--- config.mk ---
export PLATFORM = sky130hd
export DESIGN_NAME = seq_right_shifter
export DESIGN_NICKNAME = d
export VERILOG_FILES = /design/src/rtl/seq_right_shifter.sv
export SDC_FILE = /design/constraint.sdc
export NUM_CORES = 1
export LEC_CHECK = 0
export ABC_AREA = 1
export BUFFER_PORTS_ARGS = -buffer_cell sky130_fd_sc_hd__buf_2
export CORE_UTILIZATION = 52
export DETAILED_ROUTE_END_ITERATION = 16
export GPL_TIMING_DRIVEN = 0
export HOLD_SLACK_MARGIN = 0.12
export PLACE_DENSITY_LB_ADDON = 0.05
export SYNTH_ARGS = -nofsm -noshare
export SYNTH_HDL_FRONTEND = slang
export SYNTH_SLANG_ARGS = --single-unit
--- constraint.sdc ---
create_clock -name clk -period 1.5 [get_ports clk]
set_input_delay 0.075 -clock clk [delete_from_list [all_inputs] [get_ports clk]]
set_output_delay 0.075 -clock clk [all_outputs]
set_load 0.02 [all_outputs]
--- src/rtl/seq_right_shifter.sv ---
`default_nettype none
// ============================================================================
// Module   : seq_right_shifter
// Brief    : Multi-cycle logical/arithmetic right shifter, one bit per clock,
//            with start/busy/done handshake.
// Revision : 1.0
// ============================================================================
module seq_right_shifter #(
    parameter int WIDTH   = 32,
    parameter int SHAMT_W = 5
) (
    input  logic               clk,
    input  logic               rst,
    input  logic               start,
    input  logic               arith,
    input  logic [SHAMT_W-1:0] shamt,
    input  logic [WIDTH-1:0]   data_in,
    output logic               busy,
    output logic               done,
    output logic [WIDTH-1:0]   data_out
);

    typedef enum logic [1:0] {
        S_IDLE  = 2'd0,
        S_SHIFT = 2'd1,
        S_DONE  = 2'd2
    } state_t;

    state_t               r_state;
    state_t               w_state_nxt;
    logic [WIDTH-1:0]     r_acc;
    logic [SHAMT_W-1:0]   r_cnt;
    logic                 r_fill;
    logic [WIDTH-1:0]     r_data_out;
    logic [SHAMT_W-1:0]   w_cnt_init;

    // Counts beyond the word width would only repeat the fill bit.
    always_comb begin
        w_cnt_init = shamt;
        if (int'(shamt) >= WIDTH) begin
            w_cnt_init = SHAMT_W'(WIDTH);
        end
    end

    always_ff @(posedge clk) begin
        if (rst) begin
            r_state <= S_IDLE;
        end else begin
            r_state <= w_state_nxt;
        end
    end

    always_comb begin
        w_state_nxt = r_state;
        case (r_state)
            S_IDLE:  if (start) w_state_nxt = S_SHIFT;
            S_SHIFT: if (r_cnt == '0) w_state_nxt = S_DONE;
            S_DONE:  w_state_nxt = S_IDLE;
            default: w_state_nxt = S_IDLE;
        endcase
    end

    always_ff @(posedge clk) begin
        if (rst) begin
            r_acc      <= '0;
            r_cnt      <= '0;
            r_fill     <= 1'b0;
            r_data_out <= '0;
        end else begin
            case (r_state)
                S_IDLE: begin
                    if (start) begin
                        r_acc  <= data_in;
                        r_cnt  <= w_cnt_init;
                        r_fill <= arith & data_in[WIDTH-1];
                    end
                end
                S_SHIFT: begin
                    if (r_cnt != '0) begin
                        r_acc <= {r_fill, r_acc[WIDTH-1:1]};
                        r_cnt <= r_cnt - SHAMT_W'(1);
                    end else begin
                        r_data_out <= r_acc;
                    end
                end
                default: ;
            endcase
        end
    end

    assign busy     = (r_state != S_IDLE);
    assign done     = (r_state == S_DONE);
    assign data_out = r_data_out;

endmodule
`default_nettype wire

==> results of run 1 <==
-- flip-flops by register name (all words and copies together), names as in the netlist --
signal,count
data_out,32
r_acc,32
r_cnt,5
r_state,2
r_fill,1
-- layout by cell type (no fill, tap or decap), types with 8 or more instances in the layout --
cell type,netlist,routed
nand3_1,34,34
o21ai_0,67,63
dfxtp_1,72,71
nand2_1,158,157
buf_6,4,8
buf_4,3,11
clkbuf_8,0,9
inv_1,39,38
dlygate4sd3_1,0,39
buf_2,6,79
-- cells by family (layout without fill, tap and decap cells) --
logic type               Yosys count  in the layout  share of synthesized area (%)
AND/OR/NAND/NOR                  204            204                          28.60
flip-flops                        72             72                          48.44
AO/OA/AOI/OAI                     70             70                          12.24
buffers and inverters             64            204                          10.01
adder cells (fa/ha/maj)            1              1                         0.4205
XOR/XNOR                           1              1                         0.2944
-- worst max-delay path, cell delays in order (launching register included) --
cell,delay [ns]
dfxtp_1,0.35
inv_1,0.07
ha_4,0.17
nand3_2,0.13
nand2_4,0.08
a21oi_4,0.14
buf_4,0.17
buf_6,0.14
nand2_1,0.06
nand2_1,0.07
-- repair_timing --
item | 4_1_cts | 5_1_grt
endpoints found under the hold margin | 38 | 0
hold buffers | 39 | 0
gates cloned | 0 | 2
buffers inserted | 4 | 5
setup endpoints to repair | 59 | 68
gates resized for setup | 6 | 26
pin swaps | 2 | 2
-- cell type report --
class	instances	area, um^2	share of cell area, %
buffer	23	173.9	4.215
clock buffer	10	127.6	3.093
clock inverter	6	36.28	0.8793
inverter	41	158.9	3.851
multi-input combinational	276	1259	30.50
sequential	72	1443	34.96
tap	72	90.09	2.183
timing repair buffer	124	838.3	20.32
-- synth_stat cells (3+ instances only) --
cell      count  area, um^2
dfxtp_1      72        1441
buf_2         6       30.03
buf_4         3       22.52
clkbuf_1      5       18.77
nand3_1      34       170.2
clkbuf_2      3       15.01
nor2_1        6       22.52
nand2_1     158       593.1
inv_1        39       146.4
o21ai_0      67       335.3
buf_6         4       45.04
-- stage by stage --
step | cells | hold WS [ns] | total power [W] | area, um^2
2_1_floorplan | 412 | 0.1535 | 0.002927 | 2975
3_3_place_gp | 558 | 0.3727 | 0.003206 | 3436
3_5_place_dp | 558 | 0.3787 | 0.003229 | 3436
4_1_cts | 617 | 0.2000 | 0.004637 | 4036
5_1_grt | 624 | 0.2494 | 0.004990 | 4126
6_report | 624 | 0.2116 | 0.004716 | 4126
-- worst max path at each step --
stage / slack, ns / endpoint / from
after floorplan: 0.14 / r_acc[31] / r_cnt[0]
after global placement: -0.05 / r_acc[22] / r_cnt[0]
after detailed placement: -0.08 / data_out[10] / r_cnt[0]
after CTS: -0.02 / r_acc[25] / r_cnt[0]
after global routing: -0.05 / r_acc[15] / r_cnt[1]
final: 0.05 / r_acc[13] / r_cnt[1]
-- metal layers --
metal,wire length [um],up-vias
li1,-,1561
met1,3538,1420
met2,3650,112
met3,432,17
met4,161,0
met5,0,-
-- power by group through the flow --
| stage | registers (W) | clock network [W] | logic [W] |
|---|---|---|---|
| after floorplan | 0.00226 | 0 | 0.000669 |
| after global placement | 0.00223 | 0 | 0.000974 |
| after detailed placement | 0.00224 | 0 | 0.000990 |
| after CTS | 0.00220 | 0.00133 | 0.00111 |
| after global routing | 0.00222 | 0.00141 | 0.00135 |
| final | 0.00220 | 0.00130 | 0.00121 |
==> key figures, run 1 <==
Finish
  • Antenna Cells: 0
  • Fill cell count: 447
  • Layout cell share with drive strength beyond 1: 24.09%
  • Area grow syn2layout: 38.69%
  • Post-layout util: 74.94%
  • Layout net count: 589

Detailed routing
  • DR vias: 3110
  • Routed wire length: about 7800 um
  • Detailed Route Iter0 Violations: 138
  • DRC viols: 0
  • First-pass DRT Iterations: 5
  • Antenna viol nets, final: 0
  • DR WL/cell: about 12 um
  • Via density: 4.984

Setup path
  • Largest fanout on the critical path: 10
  • Crit path required time: 1.79 ns
  • R2R cell count: 9
  • CP Capture Type: flip-flop
  • WS Path Type: flip-flop to flip-flop
  • Reg-to-reg endpoint: r_acc[13]
  • CP arrival: 1.74 ns
  • Worst R2R Setup Slack: 0.05 ns
  • Worst Setup Start Kind: flip-flop
  • Beginning of the worst register-to-register path: r_cnt[1]

Global route
  • Vias in the first global route: between 2k and 3k
  • Gr busiest metal: met2
  • GR Util met2: roughly 45%
  • Gr ovfl total: 0
  • Total GRT Usage: between 20% and 30%
  • Routing usage on met1: 34.67%
  • Global-route wire length before repair: between 10000 and 15000 um
  • Initial antenna violation count: 0
  • Largest net degree at the start of global routing: 13
  • Met3 GRT Util: 4.353%

Synthesis
  • Post-Synthesis Cells: 412
  • Mapped Nets: between 400 and 500
  • Ys flop type: dfxtp_1
  • Mean Syn Cell Area: 7.222 um^2
  • Synth cell types: 24
  • Syn. warnings: 0
  • Flops & latches, synth: 72
  • Synthesized area: between 2000 and 3000 um^2
  • Share of flip-flops with an asynchronous set or reset: 0%
  • Number of synthesized flops with an enable pin: 0
  • Post-synthesis sequential area ratio: 48.44%

Power and ir drop
  • Switch share: 32.53%
  • Internal power: 0.003182 W
  • Max VDD drop: 0.6666 mV
  • Cell area power density: 1143 nW/um^2
  • Sw Pwr: 0.001534 W
  • Leak Pwr: around 2 nW
  • Clk pwr share: 27.7%
  • Seq pwr share: 46.7%
  • Comb power frac: 25.7%

Die
  • Die Wd: a little under 80 um
  • Die area: between 6000 and 7000 um^2
  • Core area: between 5000 and 6000 um^2
  • Starting density of the core: 54.03%
  • Chip height: 77.64 um
  • # IOs: 75
  • Row count: 27

STA
  • Final setup fails: 0
  • Slew @ Worst Pin: 0.4944 ns
  • Relative slew slack: 67.04%
  • Worst Clk Skew: 0.008016 ns
  • Fmax: 0.6875 GHz
  • Minimum clock period: ~1.5 ns
  • RSZ-0062 raised after global routing: true
  • Fin crit share: 96.98%
  • Final worst slack: 0.04535 ns
  • Setup TNS: 0 ns
  • Fin. max-slew vios: 0
  • Final Hold Fails: 0

Flow run
  • Max-cap viol count: 0

Min path
  • Worst Hold Path EP: r_fill
  • Tightest Hold Check Type: primary input to flip-flop
  • WHS Path Cells: 3
  • Hold_sp: start

CTS
  • Clock slew at reported path FFs: 0.07 ns
  • Clk buf depth: 2
  • Clock Latency Late Sink: 0.34 ns
  • Inserted Clock Buffers: 9
  • H-tree depth: 3
  • Sink Count: 72
  • CTS tree: yes
  • CTS root buf: clkbuf_8

Place
  • Final Wtd Congestion: 0.7781
  • HPWL Detailed: 4815 um
  • Pre-CTS WS: -0.07895 ns
  • IO Port Bufs: 74

Run status
  • Status: complete, no violations
No activity file was read; power rests on OpenSTA's default activity.
==> inputs of run 2 (changes only) <==
CORE_UTILIZATION = 55   (was 52)
TNS_END_PERCENT = 5   (was default)
clock period = 1.7 ns   (was 1.5 ns; I/O delays follow)
==> run 2 against run 1 <==
  * Fmax decreased by 8.5%
  * Worst hold slack got worse by 0.052 ns
  * Utilization is 4.3 points higher
  * Routed wire length shrank 1.8%
  * Cell area is 0.73% lower
  * Critical path type unchanged
  * Critical endpoint is now r_acc[19]
  * Largest power group unchanged
==> key figures, run 2 (same netlist as run 1, synthesis figures left out) <==
Min path
  • Tightest Hold Check Type: primary input to flip-flop

CTS
  • Clock slew at reported path FFs: 0.07 ns (about the same)
  • Clock Latency Late Sink: 0.34 ns (about the same)
  • Clk buf depth: 2 (unchanged)
  • Sink Count: 72 (unchanged)
  • # Post-CTS Setup Buffers: 0 (-4)
  • Inserted Clock Buffers: 9 (unchanged)
  • CTS tree: yes
  • H-tree depth: 3 (unchanged)
  • CTS root buf: clkbuf_8

Die
  • Row count: 26 (-3.7%)
  • # IOs: 75 (unchanged)
  • Starting density of the core: 57.52% (+3.5 points)
  • Die area: 5708 um^2 (-5.3%)
  • Die Wd: 75.55 um (-2.7%)
  • Chip height: 75.55 um (-2.7%)
  • Core area: 5172 um^2 (-6.1%)

Place
  • IO Port Bufs: 74 (unchanged)
  • Placed Cells: 556 (-0.36%)
  • HPWL Detailed: 4772 um (-0.88%)
  • Final Wtd Congestion: 0.8504 (+9.3%)

Detailed routing
  • Detailed Route Iter0 Violations: 158 (+14%)
  • DR WL/cell: 12.51 um (+0.26%)
  • DRC viols: 0 (unchanged)
  • First-pass DRT Iterations: 4 (-1)
  • Via density: 4.941 (-0.86%)
  • Routed wire length: 7641 um (-1.8%)
  • Antenna viol nets, final: 0 (unchanged)
  • DR vias: 3019 (-2.9%)

Flow run
  • Max-cap viol count: 0 (unchanged)

STA
  • Setup TNS: 0 ns (unchanged)
  • Fin crit share: 93.57% (-3.4 points)
  • Final Hold Fails: 0 (unchanged)
  • RSZ-0062 raised after global routing: false
  • Minimum clock period: 1.591 ns (+0.1360 ns)
  • Fin. max-slew vios: 0 (unchanged)
  • Relative slew slack: 67.00% (about the same)
  • Worst Clk Skew: 0.007213 ns (-0.0008031 ns)
  • Fmax: 0.6287 GHz (-8.5%)
  • Slew @ Worst Pin: 0.4950 ns (+0.0006239 ns)
  • Final setup fails: 0 (unchanged)

Setup path
  • Crit path required time: 1.98 ns (+0.19 ns)
  • CP max stage delay: 0.32 ns (-0.03 ns)
  • Largest fanout on the critical path: 10 (unchanged)
  • Worst Setup Start Kind: flip-flop
  • Worst path slowest cell: dfxtp_1
  • Cell chain of the critical path: inv_1 -> ha_2 -> nand3_2 -> nand2_4 -> nand2_4 -> nor2_8 -> buf_4 -> nand2_1 -> nand2_1
  • CP arrival: 1.87 ns (+0.13 ns)
  • WS Path Type: flip-flop to flip-flop
  • CP Capture Type: flip-flop

Global route
  • Total GRT Usage: 28.54% (+1.6 points)
  • Largest net degree at the start of global routing: 13 (unchanged)
  • Global-route wire length before repair: 12130 um (-5.1%)
  • Vias in the first global route: 2614 (-9.6%)
  • Initial antenna violation count: 0 (unchanged)
  • Gr ovfl total: 0 (unchanged)

Finish
  • Layout cell share with drive strength beyond 1: 21.44% (-2.7 points)
  • Non-filler cells, final: 611 (-2.1%)
  • Antenna Cells: 0 (unchanged)
  • Area grow syn2layout: 37.68%
  • Layout net count: 578 (-1.9%)
  • Leading cell type in the layout, fill and taps excluded: nand2_1
  • Fill cell count: 412 (-7.8%)
  • Commonest cells after routing, fill and taps aside: nand2_1, buf_2, dfxtp_1

Run status
  • Status: complete, no violations

Power and ir drop
  • Max VDD drop: 0.6120 mV (-8.2%)
  • Cell area power density: 1144 nW/um^2 (about the same)
  • Leak Pwr: 2.013 nW (-1.4%)
run 2: cell count changes in the layout (fill, tap and decap cells not counted), moves of 3 or more:
cell | before | now
buf_4 | 11 | 3
clkbuf_1 | 2 | 5
clkbuf_2 | 4 | 0
o21ai_1 | 4 | 0
buf_2 | 79 | 83
bufinv_16 | 0 | 4
buf_6 | 8 | 4
o21ai_0 | 63 | 67
clkbuf_4 | 3 | 0
run 2: area by class of cell:
class | count | area [um^2] | area share, %
Sequential cell | 72 | 1441 | 35.19
Multi-Input combinational cell | 276 | 1241 | 30.30
Timing Repair Buffer | 113 | 760.7 | 18.57
Inverter | 41 | 158.9 | 3.879
Buffer | 23 | 138.9 | 3.390
Clock buffer | 10 | 137.6 | 3.360
Clock inverter | 6 | 130.1 | 3.177
Tap cell | 70 | 87.58 | 2.138
run 2: through the flow:
stage | total power, W | utilization, % | hold WS, ns | cell area (um^2) | setup slack [ns]
finish | 0.004686 | 79.20 | 0.1592 | 4096 | 0.1094
global route | 0.004937 | 79.20 | 0.1581 | 4096 | 0.0002154
detailed placement | 0.002845 | 66.38 | 0.3853 | 3433 | 0.1061
CTS | 0.004692 | 79.10 | 0.2467 | 4091 | 0.05910
floorplan | 0.002583 | - | 0.1635 | 2975 | 0.3409
global placement | 0.002823 | 66.38 | 0.3833 | 3433 | 0.1456
run 2: worst max-delay path, delay by kind of cell (launching register included):
kind,cells,cell delay [ns]
buffers and inverters,2,0.32
flip-flops,1,0.32
AND/OR/NAND/NOR,6,0.64
adder cells (fa/ha/maj),1,0.24
run 2: repair_timing:
item | in CTS | in global routing
endpoints found under the setup margin | 0 | 57
hold endpoints to repair | 38 | 0
resized for setup | 0 | 5
hold buffers | 39 | 0
run 2: path summary, 6_finish.rpt:
path | startpoint | to | slack (ns) | cells after the start
worst max-delay path | r_cnt[0] | r_acc[19] | 0.11 | 9
worst min-delay path | start | r_fill | 0.16 | 3
worst max register to register | r_cnt[0] | r_acc[19] | 0.11 | 9
worst min register to register | r_acc[24] | r_acc[24] | 0.45 | 2
run 2: metal layers:
metal	wire, um	track usage [%]	up-vias
met5	0	0	-
met4	86	11.32	0
met3	367	4.101	11
met2	3668	47.92	91
met1	3519	37.14	1375
li1	-	-	1542
run 2: where the power goes:
part           total, W  internal, W  switching (W)
combinational  0.000963     0.000363       0.000599
sequential      0.00194      0.00185      0.0000911
clock           0.00178      0.00116       0.000624
total           0.00469      0.00337        0.00131
==> inputs of run 3 (changes only) <==
CORE_UTILIZATION = 30   (was 55)
==> run 3 against run 2 <==
  * Sequential power about the same
  * First-iteration DRC count is 51% lower
  * Die area grew 81%
  * Sequential share of layout area is 0.14 points lower
  * Register-to-register slack better by 0.05 ns
  * Worst hold slack improved by 0.053 ns
  * Clock skew up 0.0050 ns
  * Sequential cell count unchanged
  * Critical path depth fell by 4
  * Critical path type unchanged
  * Largest power group unchanged
==> key figures, run 3 (same netlist as run 1, synthesis figures left out) <==
Setup path
  • Worst Setup Start Kind: flip-flop
  • CP arrival: 1.76 ns (-0.11 ns)
  • WS Path Type: flip-flop to flip-flop
  • CP max stage delay: 0.56 ns (+0.24 ns)
  • CP startpoint: r_state[0]
  • Beginning of the worst register-to-register path: r_state[0]
  • Cell chain of the critical path: nor2_1 -> nand2_1 -> a21oi_1 -> dlygate4sd3_1 -> a211oi_1
  • Worst path slowest cell: dlygate4sd3_1
  • Largest fanout on the critical path: 4 (-6)
  • Crit path required time: 1.92 ns (-0.06 ns)
  • CP Capture Type: flip-flop

Detailed routing
  • Antenna viol nets, final: 0 (unchanged)
  • DRC viols: 0 (unchanged)
  • Routed wire length: 7964 um (+4.2%)
  • Via density: 4.318 (-13%)
  • DR WL/cell: 11.90 um (-4.8%)
  • Detailed Route Iter0 Violations: 78 (-51%)
  • DR vias: 2889 (-4.3%)
  • First-pass DRT Iterations: 4 (unchanged)

STA
  • Final worst slack: 0.1554 ns (+0.04603 ns)
  • Final Hold Fails: 0 (unchanged)
  • Slew @ Worst Pin: 0.5465 ns (+0.05148 ns)
  • Fin. max-slew vios: 0 (unchanged)
  • Relative slew slack: 63.57% (-3.4 points)
  • Worst Clk Skew: 0.01225 ns (+0.005033 ns)
  • Fmax: 0.6474 GHz (+3.0%)
  • Setup TNS: 0 ns (unchanged)
  • Minimum clock period: 1.545 ns (-0.04603 ns)
  • Fin crit share: 90.86% (-2.7 points)
  • Final setup fails: 0 (unchanged)
  • RSZ-0062 raised after global routing: false

Place
  • HPWL Detailed: 5451 um (+14%)
  • IO Port Bufs: 74 (unchanged)
  • Final Wtd Congestion: 0.7258 (-15%)
  • Pre-CTS WS: 0.08498 ns (-0.02115 ns)

Finish
  • Fill cell count: 1058 (+160%)
  • Leading cell type in the layout, fill and taps excluded: nand2_1
  • Register Area: 1441 um^2 (unchanged)
  • Area of the multi-input gates: 1241 um^2 (unchanged)
  • Antenna Cells: 0 (unchanged)
  • Area grow syn2layout: 38.23%
  • Layout net count: 578 (unchanged)
  • Layout cell share with drive strength beyond 1: 21.11% (-0.33 points)
  • Commonest cells after routing, fill and taps aside: nand2_1, buf_2, dfxtp_1

Global route
  • Initial antenna violation count: 0 (unchanged)
  • Total GRT Usage: 16.62% (-12 points)
  • Largest net degree at the start of global routing: 13 (unchanged)
  • Global-route wire length before repair: 12960 um (+6.8%)
  • Gr ovfl total: 0 (unchanged)
  • Vias in the first global route: 2668 (+2.1%)

Min path
  • Hold_sp: start
  • Tightest Hold Check Type: primary input to flip-flop

Run status
  • Status: complete, no violations

Die
  • Starting density of the core: 31.60% (-26 points)
  • Chip height: 101.6 um (+34%)
  • Die area: 10320 um^2 (+81%)
  • Core area: 9415 um^2 (+82%)
  • Die Wd: 101.6 um (+34%)
  • Row count: 35 (+35%)
  • # IOs: 75 (unchanged)

Power and ir drop
  • Cell area power density: 1058 nW/um^2 (-7.5%)
  • Leak Pwr: 1.983 nW (-1.5%)
  • Max VDD drop: 0.3943 mV (-36%)

CTS
  • Clock Latency Late Sink: 0.34 ns (about the same)
  • # Post-CTS Setup Buffers: 0 (unchanged)
  • Clk buf depth: 2 (unchanged)
  • Sink Count: 72 (unchanged)
  • Clock slew at reported path FFs: 0.08 ns (about the same)
  • H-tree depth: 3 (unchanged)
  • CTS root buf: clkbuf_8
  • Inserted Clock Buffers: 9 (unchanged)
  • CTS tree: yes

Flow run
  • Max-cap viol count: 0 (unchanged)
-- run 3: repair_timing --
item	4_1_cts	5_1_grt
setup endpoints to repair	0	59
endpoints found under the hold margin	38	0
gates resized for setup	0	5
hold buffers	39	0
-- run 3: where the power goes --
| part | leakage, nW | internal, W | switching, W |
|---|---|---|---|
| Combinational | 1.29 | 0.000363 | 0.000599 |
| Clock | 0.106 | 0.000822 | 0.000634 |
| Sequential | 0.587 | 0.00185 | 0.0000858 |
-- run 3: worst max-delay path, delay by kind of cell (launching register included) --
kind,cells,cell delay [ns]
AO/OA/AOI/OAI,2,0.20
AND/OR/NAND/NOR,2,0.34
buffers and inverters,1,0.56
flip-flops,1,0.33
-- run 3: final cells by class --
class                           instances  share of cell area (%)
Timing Repair Buffer                  113                   18.50
Clock buffer                           10                   3.103
Inverter                               41                   3.864
Sequential cell                        72                   35.05
Tap cell                              129                   3.925
Clock inverter                          5                   2.008
Multi-Input combinational cell        276                   30.18
Buffer                                 23                   3.377
-- run 3: routing by layer --
| layer | share of wire (%) | vias to the layer above | GRT usage, % |
|---|---|---|---|
| met1 | 51 | 1283 | 22.55 |
| met5 | 0 | - | 0 |
| met3 | 3.4 | 10 | 2.346 |
| met4 | 1.3 | 0 | 6.020 |
| met2 | 44 | 52 | 26.82 |
| li1 | - | 1544 | - |
-- run 3: worst paths after layout --
| check | to | slack, ns | cells after the start |
|---|---|---|---|
| setup / recovery | r_fill | 0.16 | 5 |
| hold / removal | r_fill | 0.21 | 3 |
| setup reg to reg | r_fill | 0.16 | 5 |
| hold reg to reg | r_acc[2] | 0.45 | 2 |
-- run 3: through the flow --
stage / utilization [%] / std cells / hold slack, ns / total power (W) / instance area (um^2)
2_1_floorplan: - / 412 / 0.1635 / 0.002583 / 2975
3_3_place_gp: 37.25 / 615 / 0.3829 / 0.002877 / 3507
3_5_place_dp: 37.25 / 615 / 0.3870 / 0.002879 / 3507
4_1_cts: 43.63 / 669 / 0.2078 / 0.004431 / 4108
5_1_grt: 43.68 / 669 / 0.2444 / 0.004636 / 4113
6_report: 43.68 / 669 / 0.2125 / 0.004353 / 4113
